==> src/rtl/axi_shim_arbiter.sv <==
// Round-robin arbiter that shares one AXI shim between NumPorts requesters.
// Read and write channels are arbitrated independently; responses return by AXI ID.

module axi_shim_rr_arb #(
  parameter int unsigned NumPorts       = 3,
  parameter int unsigned MaxOutstanding = 2,
  parameter int unsigned AxiIdWidth     = 4
) (
  input  logic                          clk_i,
  input  logic                          rst_i,
  input  logic [NumPorts-1:0]           req_i,
  input  logic                          shim_gnt_i,
  input  logic                          rsp_done_i,
  input  logic [AxiIdWidth-1:0]         rsp_id_i,
  output logic                          shim_req_o,
  output logic [$clog2(NumPorts)-1:0]   idx_o,
  output logic [NumPorts-1:0]           gnt_o
);

  localparam int unsigned IdxW = $clog2(NumPorts);
  localparam int unsigned CntW = $clog2(MaxOutstanding + 1);
  localparam logic [CntW-1:0] CntMax = CntW'(MaxOutstanding);

  localparam logic [0:0] IDLE   = 1'b0;
  localparam logic [0:0] LOCKED = 1'b1;

  logic [0:0]                     state_q, state_d;
  logic [IdxW-1:0]                sel_q, sel_d;
  logic [IdxW-1:0]                rr_q, rr_d;
  logic [NumPorts-1:0][CntW-1:0]  cnt_q, cnt_d;

  logic [NumPorts-1:0] eligible;
  logic [NumPorts-1:0] dec_hit;
  logic                pick_valid;
  logic [IdxW-1:0]     pick_idx;
  logic [IdxW-1:0]     cand;

  function automatic logic [IdxW-1:0] wrap_add(input logic [IdxW-1:0] idx,
                                               input int unsigned off);
    return IdxW'((32'(idx) + off) % NumPorts);
  endfunction

  always_comb begin
    for (int unsigned p = 0; p < NumPorts; p++) begin
      eligible[p] = req_i[p] && (cnt_q[p] < CntMax);
      dec_hit[p]  = rsp_done_i && (rsp_id_i == AxiIdWidth'(p));
    end
  end

  // Scan offsets from the far end down so the port closest to rr_q wins last.
  always_comb begin
    pick_valid = 1'b0;
    pick_idx   = '0;
    cand       = '0;
    for (int unsigned i = NumPorts; i > 0; i--) begin
      cand = wrap_add(rr_q, i - 1);
      if (eligible[cand]) begin
        pick_valid = 1'b1;
        pick_idx   = cand;
      end
    end
  end

  // NOTE: every output of this block gets a default first so no latch is inferred.
  always_comb begin
    state_d    = state_q;
    sel_d      = sel_q;
    rr_d       = rr_q;
    shim_req_o = 1'b0;
    gnt_o      = '0;
    idx_o      = pick_idx;
    case (state_q)
      IDLE: begin
        if (pick_valid) begin
          shim_req_o = 1'b1;
          if (shim_gnt_i) begin
            gnt_o[pick_idx] = 1'b1;
            rr_d            = wrap_add(pick_idx, 1);
          end else begin
            sel_d   = pick_idx;
            state_d = LOCKED;
          end
        end
      end
      LOCKED: begin
        idx_o   = sel_q;
        state_d = IDLE;
        if (!req_i[sel_q]) begin
          state_d = IDLE;
        end else begin
          shim_req_o = 1'b1;
          if (shim_gnt_i) begin
            gnt_o[sel_q] = 1'b1;
            rr_d         = wrap_add(sel_q, 1);
          end else begin
            state_d = LOCKED;
          end
        end
      end
      default: state_d = IDLE;
    endcase
    if (rst_i) begin
      shim_req_o = 1'b0;
      gnt_o      = '0;
    end
  end

  // Simultaneous grant and completion cancel; the guards stop wrap in either direction.
  always_comb begin
    cnt_d = cnt_q;
    for (int unsigned p = 0; p < NumPorts; p++) begin
      if (gnt_o[p] && !dec_hit[p] && (cnt_q[p] != CntMax)) begin
        cnt_d[p] = cnt_q[p] + 1'b1;
      end else if (!gnt_o[p] && dec_hit[p] && (cnt_q[p] != '0)) begin
        cnt_d[p] = cnt_q[p] - 1'b1;
      end
    end
  end

  // NOTE: sequential state uses non-blocking assignments only; the counter array is
  // small flop storage, so it is reset like any other register.
  always_ff @(posedge clk_i or posedge rst_i) begin
    if (rst_i) begin
      state_q <= IDLE;
      sel_q   <= '0;
      rr_q    <= '0;
      cnt_q   <= '0;
    end else begin
      state_q <= state_d;
      sel_q   <= sel_d;
      rr_q    <= rr_d;
      cnt_q   <= cnt_d;
    end
  end

endmodule

module axi_shim_arbiter #(
  parameter int unsigned NumPorts       = 3,
  parameter int unsigned AxiNumWords    = 4,
  parameter int unsigned AxiIdWidth     = 4,
  parameter int unsigned MaxOutstanding = 2
) (
  input  logic                                          clk_i,
  input  logic                                          rst_i,
  // read requesters
  input  logic [NumPorts-1:0]                           rd_req_i,
  output logic [NumPorts-1:0]                           rd_gnt_o,
  input  logic [NumPorts-1:0][63:0]                     rd_addr_i,
  input  logic [NumPorts-1:0][$clog2(AxiNumWords)-1:0]  rd_blen_i,
  input  logic [NumPorts-1:0][1:0]                      rd_size_i,
  input  logic [NumPorts-1:0]                           rd_lock_i,
  output logic [NumPorts-1:0]                           rd_valid_o,
  output logic [NumPorts-1:0]                           rd_last_o,
  output logic [NumPorts-1:0]                           rd_exokay_o,
  output logic [63:0]                                   rd_data_o,
  input  logic [NumPorts-1:0]                           rd_rdy_i,
  // write requesters
  input  logic [NumPorts-1:0]                           wr_req_i,
  output logic [NumPorts-1:0]                           wr_gnt_o,
  input  logic [NumPorts-1:0][63:0]                     wr_addr_i,
  input  logic [NumPorts-1:0][AxiNumWords*64-1:0]       wr_data_i,
  input  logic [NumPorts-1:0][AxiNumWords*8-1:0]        wr_be_i,
  input  logic [NumPorts-1:0][$clog2(AxiNumWords)-1:0]  wr_blen_i,
  input  logic [NumPorts-1:0][1:0]                      wr_size_i,
  input  logic [NumPorts-1:0]                           wr_lock_i,
  input  logic [NumPorts-1:0][5:0]                      wr_atop_i,
  output logic [NumPorts-1:0]                           wr_valid_o,
  output logic [NumPorts-1:0]                           wr_exokay_o,
  input  logic [NumPorts-1:0]                           wr_rdy_i,
  // shim read side
  output logic                                          shim_rd_req_o,
  output logic [63:0]                                   shim_rd_addr_o,
  output logic [$clog2(AxiNumWords)-1:0]                shim_rd_blen_o,
  output logic [1:0]                                    shim_rd_size_o,
  output logic [AxiIdWidth-1:0]                         shim_rd_id_o,
  output logic                                          shim_rd_lock_o,
  input  logic                                          shim_rd_gnt_i,
  input  logic                                          shim_rd_valid_i,
  input  logic                                          shim_rd_last_i,
  input  logic [63:0]                                   shim_rd_data_i,
  input  logic [AxiIdWidth-1:0]                         shim_rd_id_i,
  input  logic                                          shim_rd_exokay_i,
  output logic                                          shim_rd_rdy_o,
  // shim write side
  output logic                                          shim_wr_req_o,
  output logic [63:0]                                   shim_wr_addr_o,
  output logic [AxiNumWords*64-1:0]                     shim_wr_data_o,
  output logic [AxiNumWords*8-1:0]                      shim_wr_be_o,
  output logic [$clog2(AxiNumWords)-1:0]                shim_wr_blen_o,
  output logic [1:0]                                    shim_wr_size_o,
  output logic [AxiIdWidth-1:0]                         shim_wr_id_o,
  output logic                                          shim_wr_lock_o,
  output logic [5:0]                                    shim_wr_atop_o,
  input  logic                                          shim_wr_gnt_i,
  input  logic                                          shim_wr_valid_i,
  input  logic [AxiIdWidth-1:0]                         shim_wr_id_i,
  input  logic                                          shim_wr_exokay_i,
  output logic                                          shim_wr_rdy_o
);

  localparam int unsigned IdxW = $clog2(NumPorts);

  logic [IdxW-1:0] rd_idx, wr_idx;
  logic            rd_done, wr_done;

  assign rd_done = shim_rd_valid_i & shim_rd_rdy_o & shim_rd_last_i;
  assign wr_done = shim_wr_valid_i & shim_wr_rdy_o;

  axi_shim_rr_arb #(
    .NumPorts      (NumPorts),
    .MaxOutstanding(MaxOutstanding),
    .AxiIdWidth    (AxiIdWidth)
  ) u_rd_arb (
    .clk_i     (clk_i),
    .rst_i     (rst_i),
    .req_i     (rd_req_i),
    .shim_gnt_i(shim_rd_gnt_i),
    .rsp_done_i(rd_done),
    .rsp_id_i  (shim_rd_id_i),
    .shim_req_o(shim_rd_req_o),
    .idx_o     (rd_idx),
    .gnt_o     (rd_gnt_o)
  );

  axi_shim_rr_arb #(
    .NumPorts      (NumPorts),
    .MaxOutstanding(MaxOutstanding),
    .AxiIdWidth    (AxiIdWidth)
  ) u_wr_arb (
    .clk_i     (clk_i),
    .rst_i     (rst_i),
    .req_i     (wr_req_i),
    .shim_gnt_i(shim_wr_gnt_i),
    .rsp_done_i(wr_done),
    .rsp_id_i  (shim_wr_id_i),
    .shim_req_o(shim_wr_req_o),
    .idx_o     (wr_idx),
    .gnt_o     (wr_gnt_o)
  );

  assign shim_rd_addr_o = rd_addr_i[rd_idx];
  assign shim_rd_blen_o = rd_blen_i[rd_idx];
  assign shim_rd_size_o = rd_size_i[rd_idx];
  assign shim_rd_lock_o = rd_lock_i[rd_idx];
  assign shim_rd_id_o   = AxiIdWidth'(rd_idx);

  assign shim_wr_addr_o = wr_addr_i[wr_idx];
  assign shim_wr_data_o = wr_data_i[wr_idx];
  assign shim_wr_be_o   = wr_be_i[wr_idx];
  assign shim_wr_blen_o = wr_blen_i[wr_idx];
  assign shim_wr_size_o = wr_size_i[wr_idx];
  assign shim_wr_lock_o = wr_lock_i[wr_idx];
  assign shim_wr_atop_o = wr_atop_i[wr_idx];
  assign shim_wr_id_o   = AxiIdWidth'(wr_idx);

  // IDs with no matching port keep rdy at 1 so stray responses are sunk.
  always_comb begin
    rd_valid_o    = '0;
    wr_valid_o    = '0;
    shim_rd_rdy_o = 1'b1;
    shim_wr_rdy_o = 1'b1;
    for (int unsigned p = 0; p < NumPorts; p++) begin
      if (shim_rd_id_i == AxiIdWidth'(p)) begin
        rd_valid_o[p] = shim_rd_valid_i & ~rst_i;
        shim_rd_rdy_o = rd_rdy_i[p];
      end
      if (shim_wr_id_i == AxiIdWidth'(p)) begin
        wr_valid_o[p] = shim_wr_valid_i & ~rst_i;
        shim_wr_rdy_o = wr_rdy_i[p];
      end
    end
  end

  assign rd_data_o   = shim_rd_data_i;
  assign rd_last_o   = rd_valid_o & {NumPorts{shim_rd_last_i}};
  assign rd_exokay_o = rd_valid_o & {NumPorts{shim_rd_exokay_i}};
  assign wr_exokay_o = wr_valid_o & {NumPorts{shim_wr_exokay_i}};

endmodule

==> config.mk <==
export PLATFORM = sky130hd
export DESIGN_NAME = axi_shim_arbiter
export DESIGN_NICKNAME = d
export VERILOG_FILES = /design/src/rtl/axi_shim_arbiter.sv
export SDC_FILE = /design/constraint.sdc
export NUM_CORES = 1
export LEC_CHECK = 0
export BUFFER_PORTS_ARGS = -buffer_cell sky130_fd_sc_hd__buf_2
export CORE_AREA = 3 3 750 752
export CTS_CLUSTER_DIAMETER = 60
export CTS_CLUSTER_SIZE = 8
export DETAILED_ROUTE_END_ITERATION = 16
export DIE_AREA = 0 0 753 755
export SYNTH_ARGS = -nofsm -noshare
export SYNTH_HDL_FRONTEND = slang
export SYNTH_SLANG_ARGS = --single-unit
==> constraint.sdc <==
create_clock -name clk_i -period 2.9 [get_ports clk_i]
set_input_delay 0 -clock clk_i [delete_from_list [all_inputs] [get_ports clk_i]]
set_output_delay 0 -clock clk_i [all_outputs]
set_load 0.01 [all_outputs]
* Word level (Yosys, flattened, before mapping)
Cells that the tools add are included.
** Word-level totals
- Register bits :: 22
- Input port bits :: 1389
- Output and inout bits :: 529
- Logic and storage cells :: 287
** Cells by class
- Add/subtract/negate cells :: 20
- Divide/modulo/power cells :: 10
- $lt $le $gt $ge :: 22
- Equal/unequal tests :: 18
- Muxes and demuxes :: 122
- Bitwise logic cells :: 13
- Reductions and logical operators :: 70
** Operators by type and width (number)
- $bmux W256 S2 :: 1
- $bmux W64 S2 :: 2
- $mod A32 B2 Y32 const B :: 8
- $mux W256 :: 1
- $mux W64 :: 2
- $bmux W32 S2 :: 1
- $mod A2 B2 Y32 const B :: 2
- $mux W2 :: 32
- $mux W1 :: 44
- $logic_and A1 B1 Y1 :: 40
- $lt A2 B3 Y1 const B :: 12
- $mux W32 :: 1
- $mux W3 :: 10
- $ne A2 B2 Y1 const B :: 12
- $reduce_bool A2 Y1 :: 12
- $bmux W1 S2 :: 10
- $add A2 B1 Y3 const B :: 6
- $bmux W2 S2 :: 4
- $add A2 B1 Y2 const B :: 6
- $bmux W6 S2 :: 1
- $logic_not A1 Y1 :: 12
- $lt A2 B2 Y1 const B :: 6
- $pmux W3 S2 :: 2
- $sub A2 B1 Y2 const B :: 6
- other kinds (15) :: 42

* Depth between registers and ports, before layout
- Word-level depth :: 20
- Depth in mapped cells :: 14
- Gate-level depth less buffers :: 10

* Cells and area by module
Synthesis repeated with hierarchy kept, for this count alone.
** Second synthesis, totals
- Cell total of the unflattened synthesis :: 1362
- Area, all modules :: 11728.7 sq um
** By module, submodules not included
- axi_shim_arbiter :: instances 1, cells an instance 1119, area an instance 9700.6 sq um, seq. area each 0.0 sq um
- axi_shim_rr_arb (u_wr_arb) :: instances 1, cells an instance 133, area an instance 1084.8 sq um, seq. area each 275.3 sq um
- axi_shim_rr_arb (u_rd_arb) :: instances 1, cells an instance 110, area an instance 943.4 sq um, seq. area each 275.3 sq um

* Worst setup path before layout
No wires, ideal clock.
- Kind :: register to register
- Start :: reg u_wr_arb.rr_q[0]
- End :: reg u_wr_arb.rr_q[0]
- Library setup time :: 125 ps
- Arrival :: 2658 ps
- Required time :: 2775 ps
- Slack :: 117 ps
- Cell stages (with the launch flop) :: 11
- Path buffers :: 2
- Clock period less this slack :: 2783 ps
- Path through :: dfrtp_1 > inv_1 > ha_1 > nand2_1 > a21boi_0 > or4_4 > o21ai_2 > buf_2 > clkbuf_1 > ha_1 > mux2_2
** Between the ends
- Longest elaborated chain between the ends :: 12
- Elaborated cells on any way between the ends :: 24
- Classes of those cells :: add/sub: 3; div: 4; eq/ne: 1; mux: 15; reduce/logical: 1
** RTL lines
- from (decl) :: RTL line 29 : logic [IdxW-1:0] rr_q, rr_d;
- from (signal assigned) :: RTL line 131 : rr_q <= rr_d;
- $add A2 B2 Y3 :: RTL line 40 : return IdxW'((32'(idx) + off) % NumPorts);
- $mod A32 B2 Y32 :: RTL line 40
- $bmux W1 S2 :: RTL line 57 : if (eligible[cand]) begin
- $mux W1 (not written as such) :: RTL line 57
- $mux W2 (2 in series) :: RTL line 57
- $mux W2 * :: RTL line 57
- $add A2 B1 Y3 * :: RTL line 40
- $mod A32 B2 Y32 * :: RTL line 40
- $mux W2 * :: RTL line 76 : if (shim_gnt_i) begin
- $mux W2 * :: RTL line 74 : if (pick_valid) begin
- $pmux W2 S2 * :: RTL line 72 : case (state_q)
- net u_wr_arb.rr_d[0] :: RTL line 29
Mark *: on every way through the listed nets, which the timed path passes. The rest lies on a longest branch. The select of a mux whose other input is x is not followed.
A chain may end at the register's enable or synchronous reset.

* Final worst setup path
- Start :: reg u_wr_arb.rr_q[0]
- End :: out shim_wr_data_o[195]
** Between the ends
- Longest elaborated chain between the ends :: 10
- Elaborated cells on any way between the ends :: 17
- Classes of those cells :: add/sub: 2; div: 3; mux: 12
** RTL lines
- $add A2 B2 Y3 :: RTL line 40
- $mod A32 B2 Y32 :: RTL line 40
- $bmux W1 S2 :: RTL line 57
- $mux W1 (not written as such) :: RTL line 57
- $mux W2 (2 in series) :: RTL line 57
- $mux W2 * :: RTL line 57
- $mux W2 * :: RTL line 72
- $bmux W256 S2 * :: RTL line 249 : assign shim_wr_data_o = wr_data_i[wr_idx];
- $mux W256 (not written as such) * :: RTL line 249
- to (decl) :: RTL line 188 : output logic [AxiNumWords*64-1:0] shim_wr_data_o,
Every way passes the cells marked *; elsewhere a longest branch is shown, timed or not. The select of a mux whose other input is x is not followed.

==> impl_metrics.tcl <==
set metrics [dict create \
    run_status "finished, violations left" \
    failed_checks "antenna violations, negative setup slack" \
    drive_above_1_share_pct 77.8 \
    clk_sinks 22 \
    endpoint_kind "primary output" \
    synth_top_area_share_pct 38.8 \
    dpl_wire_length_um 373000 \
    power.leakage_nw 18.4 \
    grt_pass1_wl_um 450000 \
    worst_skew_pair.late_latency_ns 0.27 \
    rsz0062_at_grt "yes" \
    grt_pass1_vias 25290 \
    power.density_cell_area_nw_per_um2 1330 \
    slew_headroom_pct 48.0 \
    io_buffers 1785 \
    die_footprint_um2 569000 \
    synth_commonest_cells "nand2_1 (461), mux2i_1 (437), o21ai_0 (417)" \
    final_nets 5416 \
    dieHeight_um 755 \
    cts_root_buffer "clkbuf_16" \
    critPathLaunchType "flip-flop" \
    post_synth_main_area_contributors "mux2i_1 (39%), o21ai_0 (19%), nand2_1 (15%)" \
    first_iteration_detailed_routing_drc_count 1921 \
    route.detailed.drc 0 \
    synthesis.yosys.warnings 0 \
    final_worst_clock_skew_ns 0.00323 \
    core_area_um2 556000 \
    finalSetupViolCount 417 \
    num_vias 26335 \
    largest_area_contributor_in_the_netlist "mux2i_1" \
    most_common_cell_in_the_netlist "nand2_1" \
    routed_via_density 2.24 \
    worst-endpoint-required_ns 2.90 \
    syn_avg_cell_area_um2 6.40 \
    reg2reg_from "u_wr_arb.rr_q[0]" \
    clock_tree_from_tritoncts "done" \
    seq_area_frac_synth_pct 4.89 \
    path_class "flip-flop to primary output" \
    routabilityCongestion 0.990 \
    grt_use_total_pct 13.3 \
    antenna_violating_nets_post_route 2 \
    horiz_die_dim_um 753 \
    grt_start_max_net_pins 60 \
    io_pins 1918 \
    ys_types 63 \
    clk_path_buf_depth 2 \
    max_slew_violation_count 0 \
    synth_edf_count 0 \
    worstSetupStartpoint "u_wr_arb.rr_q[0]" \
    synthFlopType "dfrtp_1" \
    globalRouteOverflowTotal 0 \
    highest_ir_drop_seen_on_vdd_mv 1.05 \
    worst_slew_pin_slew_ns 0.773 \
    floorplan.initialDensity_pct 2.02 \
    total_number_of_h_tree_levels 1 \
    drt_pass1_iterations 5 \
    asyncSetResetFlopFracSynth_pct 100 \
    final.min_clock_period_ns 3.40 \
    wl_per_cell_um 34.2 \
    worstHoldStart "shim_rd_data_i[44]" \
    achievable-frequency_mhz 294 \
    syn_to_final_growth_pct 321 \
    ys_seq_elements 22 \
    setup_slack_ns -0.499 \
    grt_antenna_before_repair 332 \
    post_layout_nonfiller_instances 11758 \
    count_of_max_cap_constraint_violations 0 \
    placementRows 274 \
    timing.final.hold_violations 0 \
    crit_path_max_fanout 8 \
    clk_pin_slew_worst_paths_ns 0.07 \
    period_share_pct 117 \
    post_synthesis_instance_total 1759 \
    totalWireLength_um 403000 \
    number_of_clock_buffers_inserted_by_tritoncts 3 \
    class_of_the_most_critical_hold_timing_path "input pin to primary output" \
    placed_cells_incl_taps 11293 \
    whs_ns 0.0000131 \
    synth.cell_area_um2 11300 \
    cp.arrival_ns 3.40 \
]
[cell families (layout without fill, tap and decap cells)]
kind of cell	count (synthesis)	in the layout	synth area share, %
xor gates and xnor gates	3	3	0.233
buffers and inverters	233	2490	11.1
other	1	291	0.0333
muxes	446	446	39.7
DFF	22	22	4.89
and+or+nand+nor	559	559	20.4
adders and majority gates	7	7	0.756
AOI/OAI and AO/OA	488	488	22.8
[metal layers]
| metal | vias to the layer above | wire, um | GRT usage (%) |
|---|---|---|---|
| met4 | 116 | 17100 | 4.38 |
| li1 | 11044 | - | - |
| met3 | 660 | 38500 | 5.06 |
| met2 | 2024 | 209000 | 25.0 |
| met1 | 12491 | 137000 | 13.3 |
| met5 | - | 1100 | 0.501 |
[worst max-delay path: stages, from the launching register on]
cell and delay [ns]:
dfrtp_1 0.41, inv_2 0.08, ha_4 0.32, buf_6 0.12
nand3_4 0.07, o211ai_1 0.13, nor3_2 0.09, a21o_4 0.26
buf_12 0.16, clkbuf_16 0.20, buf_12 0.15, clkbuf_16 0.16
buf_12 0.13, buf_12 0.13, buf_4 0.13, mux2i_1 0.10
o21ai_0 0.19, buf_2 0.26
[flip-flops by register name (all words and copies together) (netlist names)]
register,count
u_wr_arb.state_q,1
u_wr_arb.sel_q,2
u_rd_arb.state_q,1
u_wr_arb.cnt_q,6
u_wr_arb.rr_q,2
u_rd_arb.cnt_q,6
u_rd_arb.sel_q,2
u_rd_arb.rr_q,2
[worst paths after layout]
check	endpoint	slack [ns]	cells past startpoint
worst max-delay path	shim_wr_data_o[195]	-0.50	17
worst min-delay path	rd_data_o[44]	0.00001	0
worst max register to register	u_wr_arb.rr_q[0]	-0.04	10
worst min register to register	u_wr_arb.cnt_q[0]	0.49	1
max in group asynchronous	u_wr_arb.cnt_q[5]	1.92	5
min in group asynchronous	u_wr_arb.sel_q[0]	0.45	4
[layout make-up]
| type | count | area (um^2) |
|---|---|---|
| flip-flops and latches | 22 | 551 |
| inverters | 17 | 67.6 |
| clock buffers | 3 | 75.1 |
| repair buffers | 2470 | 21900 |
| diodes | 287 | 718 |
| well taps | 7452 | 9320 |
| fillers | 65049 | 509000 |
| multi-input cells | 1507 | 14700 |
[placed cells by master (no fill, tap or decap), types with 9 or more instances in the layout]
cell / synthesis / final
buf_4: 70 / 320
o21ai_0: 417 / 123
inv_1: 17 / 15
nand3_1: 10 / 9
nand2_2: 0 / 72
o21ai_4: 0 / 183
buf_16: 0 / 47
buf_6: 1 / 195
buf_2: 85 / 1468
a21oi_1: 13 / 12
buf_8: 0 / 53
o21ai_1: 22 / 65
nand2_4: 0 / 138
buf_12: 0 / 359
nor2_1: 22 / 21
clkbuf_16: 0 / 26
diode_2: 0 / 287
o21ai_2: 2 / 70
mux2i_4: 0 / 85
mux2i_1: 437 / 298
dfrtp_1: 22 / 22
nand2_8: 0 / 24
nand2_1: 461 / 227
and2_1: 12 / 11
mux2_2: 9 / 9
nor3_1: 11 / 10
mux2i_2: 0 / 54
[per-stage QoR]
step / worst slack, ns / setup TNS (ns) / utilization, % / total power [W] / cell area, um^2
4_1_cts: -0.620 / -178.48 / 7.41 / 0.0580 / 41200
6_report: -0.499 / -123.94 / 8.51 / 0.0631 / 47400
5_1_grt: -0.644 / -192.98 / 8.45 / 0.0666 / 47000
3_3_place_gp: -2.60 / -253.72 / 6.64 / 0.0494 / 36900
2_1_floorplan: 0.117 / 0 / - / 0.0110 / 11300
3_5_place_dp: -1.29 / -181.60 / 6.75 / 0.0505 / 37500
[timing repair]
| action | 4_1_cts | 5_1_grt |
|---|---|---|
| endpoints found under the hold margin | 14 | 0 |
| hold buffers | 3 | 0 |
| resized for setup | 666 | 1154 |
| pin swaps | 26 | 78 |
| setup buffers | 85 | 157 |
| cloned | 17 | 20 |
| setup endpoints to repair | 413 | 435 |
[power by group]
group          total, W  leakage (nW)  internal [W]  switching (W)
Sequential     0.000581         0.279      0.000427       0.000154
Clock          0.000322        0.0388      0.000184       0.000139
Combinational    0.0622          18.1        0.0284         0.0338
No activity file was read; power rests on OpenSTA's default activity.
